===== src/rtl/ram_fifo_ctrl_pkg.sv =====
// Shared definitions for the RAM_16-backed FIFO controller: FSM state type and
// the default word width / depth / address width used by RAM_16 instances.
package ram_fifo_ctrl_pkg;

    localparam int RAM_WIDTH  = 16;
    localparam int RAM_DEPTH  = 8;
    localparam int RAM_ADD_WD = $clog2(RAM_DEPTH);

    typedef enum logic {
        IDLE    = 1'b0,
        RD_WAIT = 1'b1
    } state_t;

endpackage


===== src/rtl/RAM_16.sv =====
// Single-port synchronous RAM: one shared address, write on WrEn, registered
// read data on RdEn.
module RAM_16
    import ram_fifo_ctrl_pkg::*;
#(
    parameter int Width  = RAM_WIDTH,
    parameter int Depth  = RAM_DEPTH,
    parameter int ADD_WD = RAM_ADD_WD
) (
    input  logic              CLK,
    input  logic [Width-1:0]  WrData,
    input  logic [ADD_WD-1:0] Address,
    input  logic              WrEn,
    input  logic              RdEn,
    output logic [Width-1:0]  RdData
);

    logic [Width-1:0] mem [Depth];

    // NOTE: storage arrays are deliberately not reset; only control state needs a known value.
    always_ff @(posedge CLK) begin
        if (WrEn) mem[Address] <= WrData;
        if (RdEn) RdData <= mem[Address];
    end

endmodule


===== src/rtl/ram_fifo.sv =====
// Wrapper pairing ram_fifo_ctrl with its RAM_16 backing store; exposes 'level'
// when RAM_FIFO_CTRL_LEVEL_EN is defined.
module ram_fifo
    import ram_fifo_ctrl_pkg::*;
#(
    parameter int Width  = RAM_WIDTH,
    parameter int Depth  = RAM_DEPTH,
    parameter int ADD_WD = RAM_ADD_WD
) (
    input  logic              CLK,
    input  logic              RST,
    input  logic [Width-1:0]  in_data,
    input  logic              in_valid,
    output logic              in_ready,
    output logic [Width-1:0]  out_data,
    output logic              out_valid,
    input  logic              out_ready
`ifdef RAM_FIFO_CTRL_LEVEL_EN
    ,
    output logic [ADD_WD+1:0] level
`endif
);

    logic [Width-1:0]  wr_data, rd_data;
    logic [ADD_WD-1:0] address;
    logic              wr_en, rd_en;

    ram_fifo_ctrl #(.Width(Width), .Depth(Depth), .ADD_WD(ADD_WD)) u_ctrl (
        .CLK       (CLK),
        .RST       (RST),
        .in_data   (in_data),
        .in_valid  (in_valid),
        .in_ready  (in_ready),
        .out_data  (out_data),
        .out_valid (out_valid),
        .out_ready (out_ready),
        .WrData    (wr_data),
        .Address   (address),
        .WrEn      (wr_en),
        .RdEn      (rd_en),
        .RdData    (rd_data)
`ifdef RAM_FIFO_CTRL_LEVEL_EN
        ,
        .level     (level)
`endif
    );

    RAM_16 #(.Width(Width), .Depth(Depth), .ADD_WD(ADD_WD)) u_ram (
        .CLK     (CLK),
        .WrData  (wr_data),
        .Address (address),
        .WrEn    (wr_en),
        .RdEn    (rd_en),
        .RdData  (rd_data)
    );

endmodule


===== src/rtl/ram_fifo_ctrl.sv =====
// FIFO controller in front of single-port RAM_16; reads take priority over writes.
// Optional RAM_FIFO_CTRL_LEVEL_EN adds a registered 'level' output (total words held).
module ram_fifo_ctrl
    import ram_fifo_ctrl_pkg::*;
#(
    parameter int Width  = RAM_WIDTH,
    parameter int Depth  = RAM_DEPTH,
    parameter int ADD_WD = RAM_ADD_WD
) (
    input  logic              CLK,
    input  logic              RST,
    input  logic [Width-1:0]  in_data,
    input  logic              in_valid,
    output logic              in_ready,
    output logic [Width-1:0]  out_data,
    output logic              out_valid,
    input  logic              out_ready,
    output logic [Width-1:0]  WrData,
    output logic [ADD_WD-1:0] Address,
    output logic              WrEn,
    output logic              RdEn,
    input  logic [Width-1:0]  RdData
`ifdef RAM_FIFO_CTRL_LEVEL_EN
    ,
    output logic [ADD_WD+1:0] level
`endif
);

    localparam logic [ADD_WD:0]   FULL    = (ADD_WD+1)'(Depth);
    localparam logic [ADD_WD:0]   CNT_ONE = (ADD_WD+1)'(1);
    localparam logic [ADD_WD-1:0] PTR_ONE = ADD_WD'(1);

    state_t            state, state_next;
    logic [ADD_WD-1:0] wr_ptr, rd_ptr;
    logic [ADD_WD:0]   count, count_next;
    logic              out_valid_next;
    logic              rd_issue, wr_issue;

    // RST gates the issue terms so the RAM sees no enables while reset is held.
    always_comb begin
        rd_issue = RST && (state == IDLE) && (count != '0) && (!out_valid || out_ready);
        in_ready = RST && (count != FULL) && !rd_issue;
        wr_issue = in_valid && in_ready;
    end

    assign RdEn    = rd_issue;
    assign WrEn    = wr_issue;
    assign Address = rd_issue ? rd_ptr : wr_ptr;
    assign WrData  = in_data;

    // NOTE: every always_comb output gets a default first so no path leaves it unassigned (no latch).
    always_comb begin
        state_next = state;
        case (state)
            IDLE:    if (rd_issue) state_next = RD_WAIT;
            RD_WAIT: state_next = IDLE;
            default: state_next = IDLE;
        endcase
    end

    always_comb begin
        count_next = count;
        if (rd_issue)      count_next = count - CNT_ONE;
        else if (wr_issue) count_next = count + CNT_ONE;

        out_valid_next = out_valid;
        if (state == RD_WAIT)            out_valid_next = 1'b1;
        else if (out_valid && out_ready) out_valid_next = 1'b0;
    end

    // NOTE: reset is synchronous and active-low, so it is tested inside the clocked block.
    always_ff @(posedge CLK) begin
        if (!RST) state <= IDLE;
        else      state <= state_next;
    end

    // NOTE: sequential state uses non-blocking assignments so all registers update together.
    always_ff @(posedge CLK) begin
        if (!RST) begin
            wr_ptr    <= '0;
            rd_ptr    <= '0;
            count     <= '0;
            out_valid <= 1'b0;
            out_data  <= '0;
        end else begin
            if (wr_issue) wr_ptr <= wr_ptr + PTR_ONE;
            if (rd_issue) rd_ptr <= rd_ptr + PTR_ONE;
            count     <= count_next;
            out_valid <= out_valid_next;
            if (state == RD_WAIT) out_data <= RdData;
        end
    end

`ifdef RAM_FIFO_CTRL_LEVEL_EN
    // Words in RAM, plus the output register, plus a read still in flight.
    logic [ADD_WD+1:0] level_next;

    always_comb begin
        level_next = {1'b0, count_next}
                   + {{(ADD_WD+1){1'b0}}, out_valid_next}
                   + {{(ADD_WD+1){1'b0}}, (state_next == RD_WAIT)};
    end

    always_ff @(posedge CLK) begin
        if (!RST) level <= '0;
        else      level <= level_next;
    end
`endif

endmodule


===== config.mk =====
export PLATFORM = sky130hd
export DESIGN_NAME = ram_fifo
export DESIGN_NICKNAME = d
export VERILOG_FILES = /design/src/rtl/ram_fifo_ctrl_pkg.sv /design/src/rtl/RAM_16.sv /design/src/rtl/ram_fifo.sv /design/src/rtl/ram_fifo_ctrl.sv
export SDC_FILE = /design/constraint.sdc
export NUM_CORES = 1
export LEC_CHECK = 0
export BUFFER_PORTS_ARGS = -buffer_cell sky130_fd_sc_hd__buf_2
export CAP_MARGIN = 30
export CORE_ASPECT_RATIO = 0.7
export CORE_MARGIN = 1.5
export CORE_UTILIZATION = 45
export DETAILED_ROUTE_END_ITERATION = 8
export PLACE_DENSITY = 0.63
export RECOVER_POWER = 25
export SLEW_MARGIN = 20
export SYNTH_ARGS = -nofsm -noshare
export SYNTH_HDL_FRONTEND = slang
export SYNTH_SLANG_ARGS = --single-unit
export TNS_END_PERCENT = 10

===== constraint.sdc =====
create_clock -name CLK -period 3.4 [get_ports CLK]
set_input_delay 0 -clock CLK [delete_from_list [all_inputs] [get_ports CLK]]
set_output_delay 0 -clock CLK [all_outputs]
set_load 0.02 [all_outputs]

# ---- Word level (Yosys, flattened, before mapping)
# Memories as Yosys holds them, arrays and structs flattened. A register that Yosys moved wholly into a read port is not among the register bits.
# Cells that the tools add are included.
dict set report op_classes {
  add_sub_neg 4
  eq_ne 1
  n_mux 9
  n_bitwise 1
  reduce_logical 13
}
# operator count
set op_table {}
lappend op_table {{2-to-1 mux 4 bit} 2}
lappend op_table {{logical AND 1 bit} 7}
lappend op_table {{adder 3 x 1 -> 3 bit, second input constant} 2}
lappend op_table {{2-to-1 mux 1 bit} 5}
lappend op_table {{adder 4 x 1 -> 4 bit, second input constant} 1}
lappend op_table {{inequality test 4 bit, second input constant} 1}
lappend op_table {{nonzero test 2 bit} 2}
lappend op_table {{nonzero test 4 bit} 1}
lappend op_table {{subtractor 4 x 1 -> 4 bit, second input constant} 1}
lappend op_table {{2-to-1 mux 3 bit} 1}
lappend op_table {{zero test 1 bit} 2}
lappend op_table {{one-hot mux 1 bit (2 select lines)} 1}
lappend op_table {{logical OR 1 bit} 1}
lappend op_table {{inverter 1 bit} 1}
dict set report word_totals {
  regBits 28
  ramBits 128
  in_bits 20
  n_memories 1
}
# memory words width rd rd_clocked_by_memory_dff write_ports line_no
set memory_table {}
lappend memory_table {u_ram.mem 8 16 1 1 1 RAM_16.sv:18} ;# logic [Width-1:0] mem [Depth];

# ---- Longest topological paths before layout
# Gate-level depths: netlist (run 1).
dict set report logic_depth {
  depth_word 9
  depth_mapped 13
}

# ---- Cells and area by module
# From an unflattened synthesis (run 1), not the netlist that was laid out.
dict set report hier_totals {
  cells_unflattened 371
  hier_area_um2 6764.0
}
# module n_inst cells_per_inst area_each_um2 seq_area_each_um2
set modules_own_cells {}
lappend modules_own_cells {RAM_16 1 238 5452.7 4324.1}
lappend modules_own_cells {ram_fifo_ctrl 1 133 1311.3 560.5}

# ---- Worst setup path after synthesis (run 1)
# OpenSTA, ideal clock, no wires.
dict set report synth_path {
  path_type {reg2reg}
  startpoint {reg u_ctrl.count[0]}
  endpoint {mem u_ram.mem[1][0] in the netlist's numbering, enable pin}
  setup_time_ns 0.388
  arrival_time_ns 2.620
  slack_ns 0.392
  path_stages_with_launch 11
  synth_period_minus_slack_ns 3.008
  path_cell_list {dfxtp_1 > buf_6 > or4_4 > buf_6 > nand3_4 > inv_2 > buf_2 > nor3_1 > nor2_1 > clkbuf_1 > nor2_1}
}
dict set report synth_via {
  elab_chain_cells 8
  word_cells_on_any_way 11
  classes_between {eq/ne (1); mux (3); reduce/logical (7)}
}
# item line_no
set synth_lines {}
lappend synth_lines {{from (decl)} ram_fifo_ctrl.sv:35} ;# logic [ADD_WD:0] count, count_next;
lappend synth_lines {{from (signal assigned)} ram_fifo_ctrl.sv:88} ;# count <= count_next;
lappend synth_lines {{nonzero test 4 bit} ram_fifo_ctrl.sv:41} ;# rd_issue = RST && (state == IDLE) && (count != '0) && (!out_valid || out_ready);
lappend synth_lines {{logical AND 1 bit (2 in series)} ram_fifo_ctrl.sv:41}
lappend synth_lines {{zero test 1 bit} ram_fifo_ctrl.sv:42} ;# in_ready = RST && (count != FULL) && !rd_issue;
lappend synth_lines {{logical AND 1 bit} ram_fifo_ctrl.sv:42}
lappend synth_lines {{logical AND 1 bit} ram_fifo_ctrl.sv:43} ;# wr_issue = in_valid && in_ready;
lappend synth_lines {{2-to-1 mux 1 bit} RAM_16.sv:22} ;# if (WrEn) mem[Address] <= WrData;
lappend synth_lines {{2-to-1 mux 1 bit (implied by the code)} RAM_16.sv:22}
lappend synth_lines {{to (decl)} RAM_16.sv:18}
# Parallel ways exist; a longest one is shown, timed or not.

# ---- Worst setup path in the final report (run 1)
dict set report layout_path {
  startpoint {reg u_ctrl.count[0]}
  endpoint {mem u_ram.mem[1][15] in the netlist's numbering, enable pin}
}
# The elaborated chain is that of the path after synthesis.

==> results.yml, run 1 <==
clock_tree:
  cts_buffers: 17
  cts_resized: 0
  clkSinkCount: 172
  clk_pin_slew_worst_paths_ps: 60
  clk_root_buffer_cell: "clkbuf_16"
  insertion_delay_ps: 430
  cts_max_level: 4
  clockBufferDepth: 2
  cts_tree: "done"
flow_run:
  maxCapViolations: 0
setup_path:
  arrival_ps: 3130
  path_max_fanout: 24
  crit_required_ps: 3530
  setup.worst_path.end_class: "flip-flop"
  cp-start-kind: "flip-flop"
  crit_type: "flip-flop to flip-flop"
power:
  p_per_area_mw_per_mm2: 744
  power.total_mw: 6.68
  vdd_drop_max_uv: 379
  p_leak_nw: 3.17
cells_and_area:
  drive_gt1_frac: 0.144
  n_fill_cell: 1456
  layout.nets: 663
  syn_to_final_growth_pct: 15.1
  stdcell_area_mm2: 0.00898
  diodes: 0
die:
  die_y_um: 113
  die_w_um: 160
  initial_core_util: 0.457
  row_count: 40
  dieArea_mm2: 0.0182
  ios: 38
  core_area_mm2: 0.0171
sta:
  finalSetupViolations: 0
  min_period_over_period: 0.882
  finalHoldViolCount: 0
  min_period_ps: 3000
  max_freq_mhz: 333
  final_max_slew_viol_count: 0
  worst_slew_pin_slew_ps: 838
  rsz0062_at_grt: "no"
  fin_skew_ps: 8.96
  relSlewSlack: 0.439
  setup_tns_ps: 0
  worst_slack_ps: 400
detailed_routing:
  drc_errors: 0
  dr.pass1.iters: 7
  vias_per_cell: 6.01
  final_antenna_net_count: 0
  wl_per_cell_um: 22.2
  vias: 5297
  drt-initial-drc-count: 546
  wl_mm: 19.6
placed_design:
  place.gp.congestion: 0.817
  dp_hpwl_mm: 12.1
  port_buffers: 37
  pre_cts_ws_ps: 431
  placed_area_mm2: 0.00828
global_route:
  grt_max_degree: 53
  grt_pass1_wl_mm: 30.3
  antenna_found_initial: 1
  grtUsageTotal: 0.226
  overflow: 0
  grt_pass1_vias: 5226
synth:
  synth_area_mm2: 0.00780
  avgSynthCellArea_um2: 13.2
  netlist_instances: 591
  synth_fp_nets: 616
  ys_ff_latch: 172
  ys_types: 37
  synth_sequential_area_ratio: 0.626
  synth-async-reset-ratio: 0
  synthFlopType: "edfxtp_1"
  synth-edff-count: 144
  ys_warn_count: 0
run_status:
  status: "complete, no violations"
min_path:
  hold_class: "primary input to flip-flop"
## cell usage in the layout, fill, tap and decap left out, drive strengths merged
master,count
edfxtp,144
nand2b,67
mux2i,56
buf,56
nand2,43
nor4,34
clkbuf,34
a32oi,32
a311oi,32
dfxtp,28
nor2b,23
o22a,16
o221ai,16
dlygate4sd3,16
nor2,11
inv,9
ha,4
clkinv,4
nor3,3
nand3,3
a31oi,2
a21oi,2
o21a,2
xnor2,2
and2,2
a21o,2
or4,1
nor3b,1
o211a,1
a21boi,1
xor2,1
a311o,1
fa,1
clkinvlp,1
## logic make-up (layout without fill, tap and decap cells)
kind of cell,after synthesis,count (layout),synth area share
adders and majority gates,5,5,0.00898
buffers and inverters,60,120,0.0346
DFF,172,172,0.626
and+or+nand+nor,188,188,0.136
muxes,56,56,0.0734
AOI/OAI and AO/OA,107,107,0.118
xor gates and xnor gates,3,3,0.00337
## sequential cells by signal (all words and copies together) (netlist names)
name and cells:
u_ram.mem 128, u_ctrl.out_data 16, u_ram.RdData 16, u_ctrl.count 4, u_ctrl.rd_ptr 3, u_ctrl.wr_ptr 3, u_ctrl.out_valid 1, u_ctrl.state 1
## routing by layer
metal  vias up  track usage  share of wire
met5         -            0        0.00066
met4         2       0.0710          0.010
met3        21       0.0623          0.087
met2       241        0.337           0.44
met1      2635        0.321           0.46
li1       2398            -              -
## worst paths after layout
kind | from | depth (start not counted) | slack [ps] | end
worst max-delay path | u_ctrl.count[0] | 8 | 400 | u_ram.mem[1][15]
worst min-delay path | out_ready | 3 | 60 | u_ctrl.out_valid
worst max register to register | u_ctrl.count[0] | 8 | 400 | u_ram.mem[1][15]
worst min register to register | u_ram.RdData[4] | 2 | 510 | u_ctrl.out_data[4]
## report_power, final
part	internal (mW)	switching, mW
combinational	0.798	1.31
clock	1.04	0.782
sequential	2.56	0.198
## synth_stat cells, types with 2 or more instances
| cell type | n | area share |
|---|---|---|
| a21o_1 | 2 | 0.0019 |
| a21oi_1 | 2 | 0.0013 |
| a311oi_1 | 32 | 0.036 |
| a31oi_1 | 2 | 0.0016 |
| a32oi_1 | 32 | 0.036 |
| and2_1 | 2 | 0.0016 |
| buf_2 | 6 | 0.0038 |
| buf_6 | 5 | 0.0072 |
| clkbuf_1 | 43 | 0.021 |
| dfxtp_1 | 28 | 0.072 |
| edfxtp_1 | 144 | 0.55 |
| ha_1 | 4 | 0.0064 |
| inv_1 | 4 | 0.0019 |
| mux2i_1 | 55 | 0.071 |
| nand2_1 | 43 | 0.021 |
| nand2b_1 | 67 | 0.054 |
| nand3_1 | 2 | 0.0013 |
| nor2_1 | 11 | 0.0053 |
| nor2b_1 | 23 | 0.018 |
| nor3_1 | 3 | 0.0019 |
| nor4_1 | 33 | 0.026 |
| o21a_1 | 2 | 0.0019 |
| o221ai_1 | 16 | 0.018 |
| o22a_1 | 16 | 0.018 |
| xnor2_1 | 2 | 0.0022 |
## critical path, stage by stage, from the launching register on
cell and delay (ps):
dfxtp_1 390, or4_4 570, nand3_4 180, inv_2 80
buf_4 240, nor3_1 180, nor2_1 80, nor2_1 650
buf_4 320
## stage by stage
step            util  hold slack [ps]  cells
5_1_grt        0.526             69.1    882
4_1_cts        0.527             52.5    882
3_3_place_gp   0.485              307    834
6_report       0.526             62.8    882
2_1_floorplan      -             98.9    591
3_5_place_dp   0.485              317    834
## timing repair
| action | CTS | global route |
|---|---|---|
| hold buffers | 16 | 0 |
| buffers inserted | 0 | 0 |
| endpoints found under the hold margin | 128 | 0 |
## area by class of cell
cell class,count,area [um2],share of cell area
clock inverters,9,55.1,0.00613
inverters,5,18.8,0.00209
well taps,231,289,0.0322
multi-input cells,359,2660,0.296
repair buffers,83,569,0.0634
flip-flops and latches,172,4890,0.544
clock buffers,23,500,0.0557
Note: power is estimated with default switching activity, not from simulation.
==> run 2: changes to the inputs <==
--- a/config.mk
+++ b/config.mk
@@ -5,6 +5,7 @@
 export SDC_FILE = /design/constraint.sdc
 export NUM_CORES = 1
 export LEC_CHECK = 0
+export ABC_AREA = 1
 export BUFFER_PORTS_ARGS = -buffer_cell sky130_fd_sc_hd__buf_2
 export CAP_MARGIN = 30
 export CORE_ASPECT_RATIO = 0.7
==> results.yml, run 2 <==
run_status:
  status: "complete, no violations"
sta:
  final_max_slew_viol_count: 0
  worst_slew_pin_slew_ps: 783
  rsz0062_at_grt: "no"
  max_freq_mhz: 362
  fin_skew_ps: 8.92
  min_period_over_period: 0.812
  setup_tns_ps: 0
  finalSetupViolations: 0
  relSlewSlack: 0.478
  min_period_ps: 2760
  finalHoldViolCount: 0
setup_path:
  setup.worst_path.end_class: "flip-flop"
  r2r_cells: 12
  path_max_fanout: 44
  timing.rr.start: "u_ctrl.state"
  r2r_slack_ps: 640
  crit_required_ps: 3530
  crit_type: "flip-flop to flip-flop"
  arrival_ps: 2890
  reg2reg_to: "u_ram.RdData[5]"
  cp-start-kind: "flip-flop"
min_path:
  hold_path_end: "u_ctrl.count[1]"
  holdPathStages: 3
  hold_class: "primary input to flip-flop"
  hold_path.startpoint: "RST"
detailed_routing:
  vias_per_cell: 4.95
  final_antenna_net_count: 0
  wl_mm: 15.9
  drt-initial-drc-count: 614
  drc_errors: 0
  vias: 4920
  dr.pass1.iters: 6
  wl_per_cell_um: 16.0
global_route:
  overflow: 0
  use_met1: 0.289
  grt_pass1_vias: 4601
  antenna_found_initial: 1
  grt_pass1_wl_mm: 25.1
  grt_max_degree: 66
  grt_use_met2: 0.291
  grt_busiest_layer: "met2"
  grtUsageTotal: 0.196
  grt_use_met3: 0.0422
die:
  ios: 38
  core_area_mm2: 0.0162
  row_count: 39
  die_y_um: 111
  dieArea_mm2: 0.0174
  die_w_um: 157
  initial_core_util: 0.459
synth:
  avgSynthCellArea_um2: 10.8
  synth_area_mm2: 0.00747
  yosys-top-cells-count: "144 x edfxtp_1, 138 x nand2_1, 114 x inv_1, 70 x nand3_1, 63 x nand3b_1"
  synth-async-reset-ratio: 0
  ys_types: 25
  yosysTopAreaCell: "edfxtp_1"
  post-synth-top-count-cell: "edfxtp_1"
  synth_sequential_area_ratio: 0.654
  synth-edff-count: 144
  ys_warn_count: 0
  ys_ff_latch: 172
  netlist_instances: 691
  synth_area_leaders: "edfxtp_1 58%, dfxtp_1 7.5%, nand2_1 6.9%, nand3b_1 6.3%, inv_1 5.7%"
  synth_top_area_frac: 0.579
  synth_fp_nets: 716
  synthFlopType: "edfxtp_1"
clock_tree:
  clk_pin_slew_worst_paths_ps: 70
  postCtsSetupBuffers: 0
  clockBufferDepth: 2
  clk_root_buffer_cell: "clkbuf_16"
  cts_max_level: 4
  clkSinkCount: 172
  cts_tree: "done"
  cts_buffers: 17
  insertion_delay_ps: 420
cells_and_area:
  layout_commonest_cell: "edfxtp_1"
  largest_reg_flops: 128
  multi_input_area_mm2: 0.00194
  regArea_mm2: 0.00488
  n_fill_cell: 1432
  drive_gt1_frac: 0.122
  largest_registers: "u_ram.mem x128, u_ctrl.out_data x16, u_ram.RdData x16"
  diodes: 0
  final_cell_mix: "144 x edfxtp_1, 136 x nand2_1, 114 x inv_1"
  syn_to_final_growth_pct: 15.6
  layout.nets: 781
  top_register: "u_ram.mem"
  stdcell_count: 994
placed_design:
  port_buffers: 37
  placedCellCount: 944
  dp_hpwl_mm: 9.74
  place.gp.congestion: 0.792
flow_run:
  maxCapViolations: 0
power:
  power.total_mw: 7.23
  p_leak_nw: 3.62
  p_per_area_mw_per_mm2: 838
  vdd_drop_max_uv: 497
==> run 2: changes by cell type in the layout (fill, tap and decap cells not counted), moves of 32 or more <==
cell	delta
nand2_1	+93
a32oi_1	-32
nor4_1	-33
nand3b_1	+63
inv_1	+110
nand3_1	+68
a311oi_1	-32
nand2b_1	-67
nor2_1	+42
mux2i_1	-55
==> run 2: what timing repair did <==
action	in CTS	in global routing
resized for setup	0	0
hold endpoints to repair	131	0
hold buffers	18	0
==> run 2: kinds of logic after synthesis <==
group	count (synthesis)	synth area share
flops	172	0.654
fa+ha+maj	5	0.00939
compound gates	27	0.0184
simple gates	339	0.229
xor+xnor	2	0.00235
buf+inv	146	0.0870
==> run 2: power by group <==
part	internal [mW]	switching (mW)
Combinational	0.729	1.80
Sequential	2.69	0.159
Clock	1.02	0.831
Total	4.44	2.79
==> run 2: how the worst max path moves through the flow <==
| stage | start | end | slack [ps] |
|---|---|---|---|
| floorplan | u_ctrl.out_valid | u_ram.mem[2][0] | 790 |
| detailed placement | u_ctrl.state | u_ram.RdData[5] | 640 |
| finish | u_ctrl.state | u_ram.RdData[5] | 640 |
| global route | u_ctrl.state | u_ram.RdData[5] | 310 |
| CTS | u_ctrl.state | u_ram.RdData[5] | 640 |
| global placement | u_ctrl.state | u_ram.RdData[5] | 800 |
==> run 2: area by class of cell <==
type / instances / share of cell area
clock buffers: 17 / 0.0493
clock inverters: 15 / 0.0159
inverters: 115 / 0.0506
multi-input cells: 373 / 0.224
flip-flops and latches: 172 / 0.566
well taps: 225 / 0.0326
repair buffers: 77 / 0.0612
==> run 2: stage by stage <==
stage	instance area [um2]	utilization	hold WS, ps	worst slack, ps
after floorplan	7470	-	98.9	793
after global routing	8630	0.531	39.7	312
after detailed placement	7900	0.486	278	641
final	8630	0.531	15.2	638
after CTS	8650	0.532	9.22	639
after global placement	7900	0.486	273	795
==> run 2: per-layer routing <==
metal  share of wire  vias up
li1                -     2397
met4          0.0090        0
met2            0.44      173
met5               0        -
met1            0.48     2339
met3           0.069       11
==> run 2: critical path: stages, from the launching register on <==
cell and delay (ps):
dfxtp_1 680, clkinv_4 250, nand2_4 140, nor2_8 60, nand2_4 170, nand2_2 80
nand2_2 370, buf_12 280, nand2_1 80, nand3_1 80, nand2_1 50, inv_1 60
nand2_1 130
==> run 3: changes to the inputs <==
==> constraint.sdc (replaced) <==
create_clock -name CLK -period 2.55 [get_ports CLK]
set_input_delay 0 -clock CLK [delete_from_list [all_inputs] [get_ports CLK]]
set_output_delay 0 -clock CLK [all_outputs]
set_load 0.02 [all_outputs]
==> results.yml, run 3 (same netlist as run 2, synthesis figures left out) <==
run_status:
  status: "complete, no violations"
sta:
  holdWs_ps: 470
  rsz0062_at_grt: "no"
  worst_slew_pin_slew_ps: 531
  final_max_slew_viol_count: 0
  finalSetupViolations: 0
  fin_skew_ps: 12.2
  max_freq_mhz: 428
  relSlewSlack: 0.646
  min_period_ps: 2340
  min_period_over_period: 0.916
  finalHoldViolCount: 0
  worst_slack_ps: 213
global_route:
  overflow: 0
  grt_max_degree: 49
  grt_pass1_wl_mm: 25.6
  grt_pass1_vias: 4715
  antenna_found_initial: 0
  grtUsageTotal: 0.200
setup_path:
  crit_required_ps: 2670
  crit_type: "primary input to flip-flop"
  arrival_ps: 2460
  cp-start-kind: "primary input"
  setup.worst_path.end_class: "flip-flop"
  r2r_slack_ps: 240
  timing.rr.start: "u_ctrl.count[1]"
  reg2reg_to: "u_ram.mem[6][8]"
  path_max_fanout: 25
  r2r_cells: 9
detailed_routing:
  drt-initial-drc-count: 452
  dr.pass1.iters: 5
  vias: 4911
  final_antenna_net_count: 0
  drc_errors: 0
  wl_mm: 16.2
  vias_per_cell: 4.94
  wl_per_cell_um: 16.3
power:
  p_per_area_mw_per_mm2: 1160
  p_leak_nw: 3.67
  vdd_drop_max_uv: 610
  power.total_mw: 10.1
placed_design:
  port_buffers: 37
  place.gp.congestion: 0.892
  dp_hpwl_mm: 10.7
  pre_cts_ws_ps: 282
  placedCellCount: 944
cells_and_area:
  final_cell_mix: "144 x edfxtp_1, 136 x nand2_1, 114 x inv_1"
  stdcell_count: 994
  layout_commonest_cell: "edfxtp_1"
  largest_registers: "u_ram.mem x128, u_ctrl.out_data x16, u_ram.RdData x16"
  syn_to_final_growth_pct: 17.2
  top_register: "u_ram.mem"
  diodes: 0
  layout.nets: 782
  largest_reg_flops: 128
  drive_gt1_frac: 0.118
clock_tree:
  cts_resized: 0
  postCtsSetupBuffers: 0
  clk_root_buffer_cell: "clkbuf_16"
  cts_max_level: 4
  cts_tree: "done"
  hold_buffers: 19
  clockBufferDepth: 2
  clkSinkCount: 172
  cts_buffers: 17
  clk_pin_slew_worst_paths_ps: 60
  insertion_delay_ps: 430
min_path:
  hold_path.startpoint: "u_ram.RdData[11]"
  hold_path_end: "u_ctrl.out_data[11]"
  hold_class: "flip-flop to flip-flop"
  holdPathStages: 2
die:
  dieArea_mm2: 0.0174
  row_count: 39
  initial_core_util: 0.459
  die_w_um: 157
  ios: 38
  die_y_um: 111
  core_area_mm2: 0.0162
flow_run:
  maxCapViolations: 0
-- run 3: cell count changes in the layout (fill, tap and decap cells not counted), moves of 2 or more --
cell       delta
buf_2         -2
bufinv_16     +6
clkbuf_1      +3
clkinv_2      -2
inv_6         -3
-- run 3: cell type report --
cell class / instances / area, um2
fill: 1423 / 7500
sequential: 172 / 4880
multi-input combinational: 373 / 1940
timing repair buffer: 78 / 523
inverter: 115 / 437
clock buffer: 18 / 429
tap: 225 / 282
clock inverter: 13 / 262
-- run 3: layer usage --
layer | track usage | part of all wire | wire, um
met5 | 0 | 0 | 0
met4 | 0.0603 | 0.012 | 193
met3 | 0.0481 | 0.073 | 1180
met2 | 0.282 | 0.42 | 6850
met1 | 0.305 | 0.49 | 7940
-- run 3: report_power, final --
part           internal, mW  switching (mW)  total, mW
clock network          1.94            1.05       2.99
registers              3.59           0.174       3.76
logic                 0.980            2.40       3.38
total                  6.51            3.62       10.1
-- run 3: worst max-delay path: stages --
cell and delay [ps]:
dlygate4sd3_1 520, buf_2 370, nand2_4 110, nor2_8 160
nand2_4 140, nand2_1 130, nand2_4 100, nor2_8 290
inv_1 100, nor2_1 270, buf_4 250
-- run 3: how the worst max path moves through the flow --
stage                      from          endpoint  slack, ps  depth (start not counted)
2_1_floorplan  u_ctrl.out_valid   u_ram.mem[4][0]        -60                          8
3_3_place_gp    u_ctrl.count[1]  u_ram.mem[6][11]        300                          9
3_5_place_dp    u_ctrl.count[1]  u_ram.mem[6][11]        280                          9
4_1_cts                     RST   u_ram.mem[6][8]        240                         11
5_1_grt                     RST   u_ram.mem[1][9]         40                         11
6_report                    RST   u_ram.mem[6][8]        210                         11
-- run 3: through the flow --
step	setup TNS, ps	instance area [um2]	util
after CTS	0	8770	0.540
after global routing	0	8750	0.539
after global placement	0	7890	0.486
final	0	8750	0.539
after detailed placement	0	7890	0.486
after floorplan	-3640	7470	-
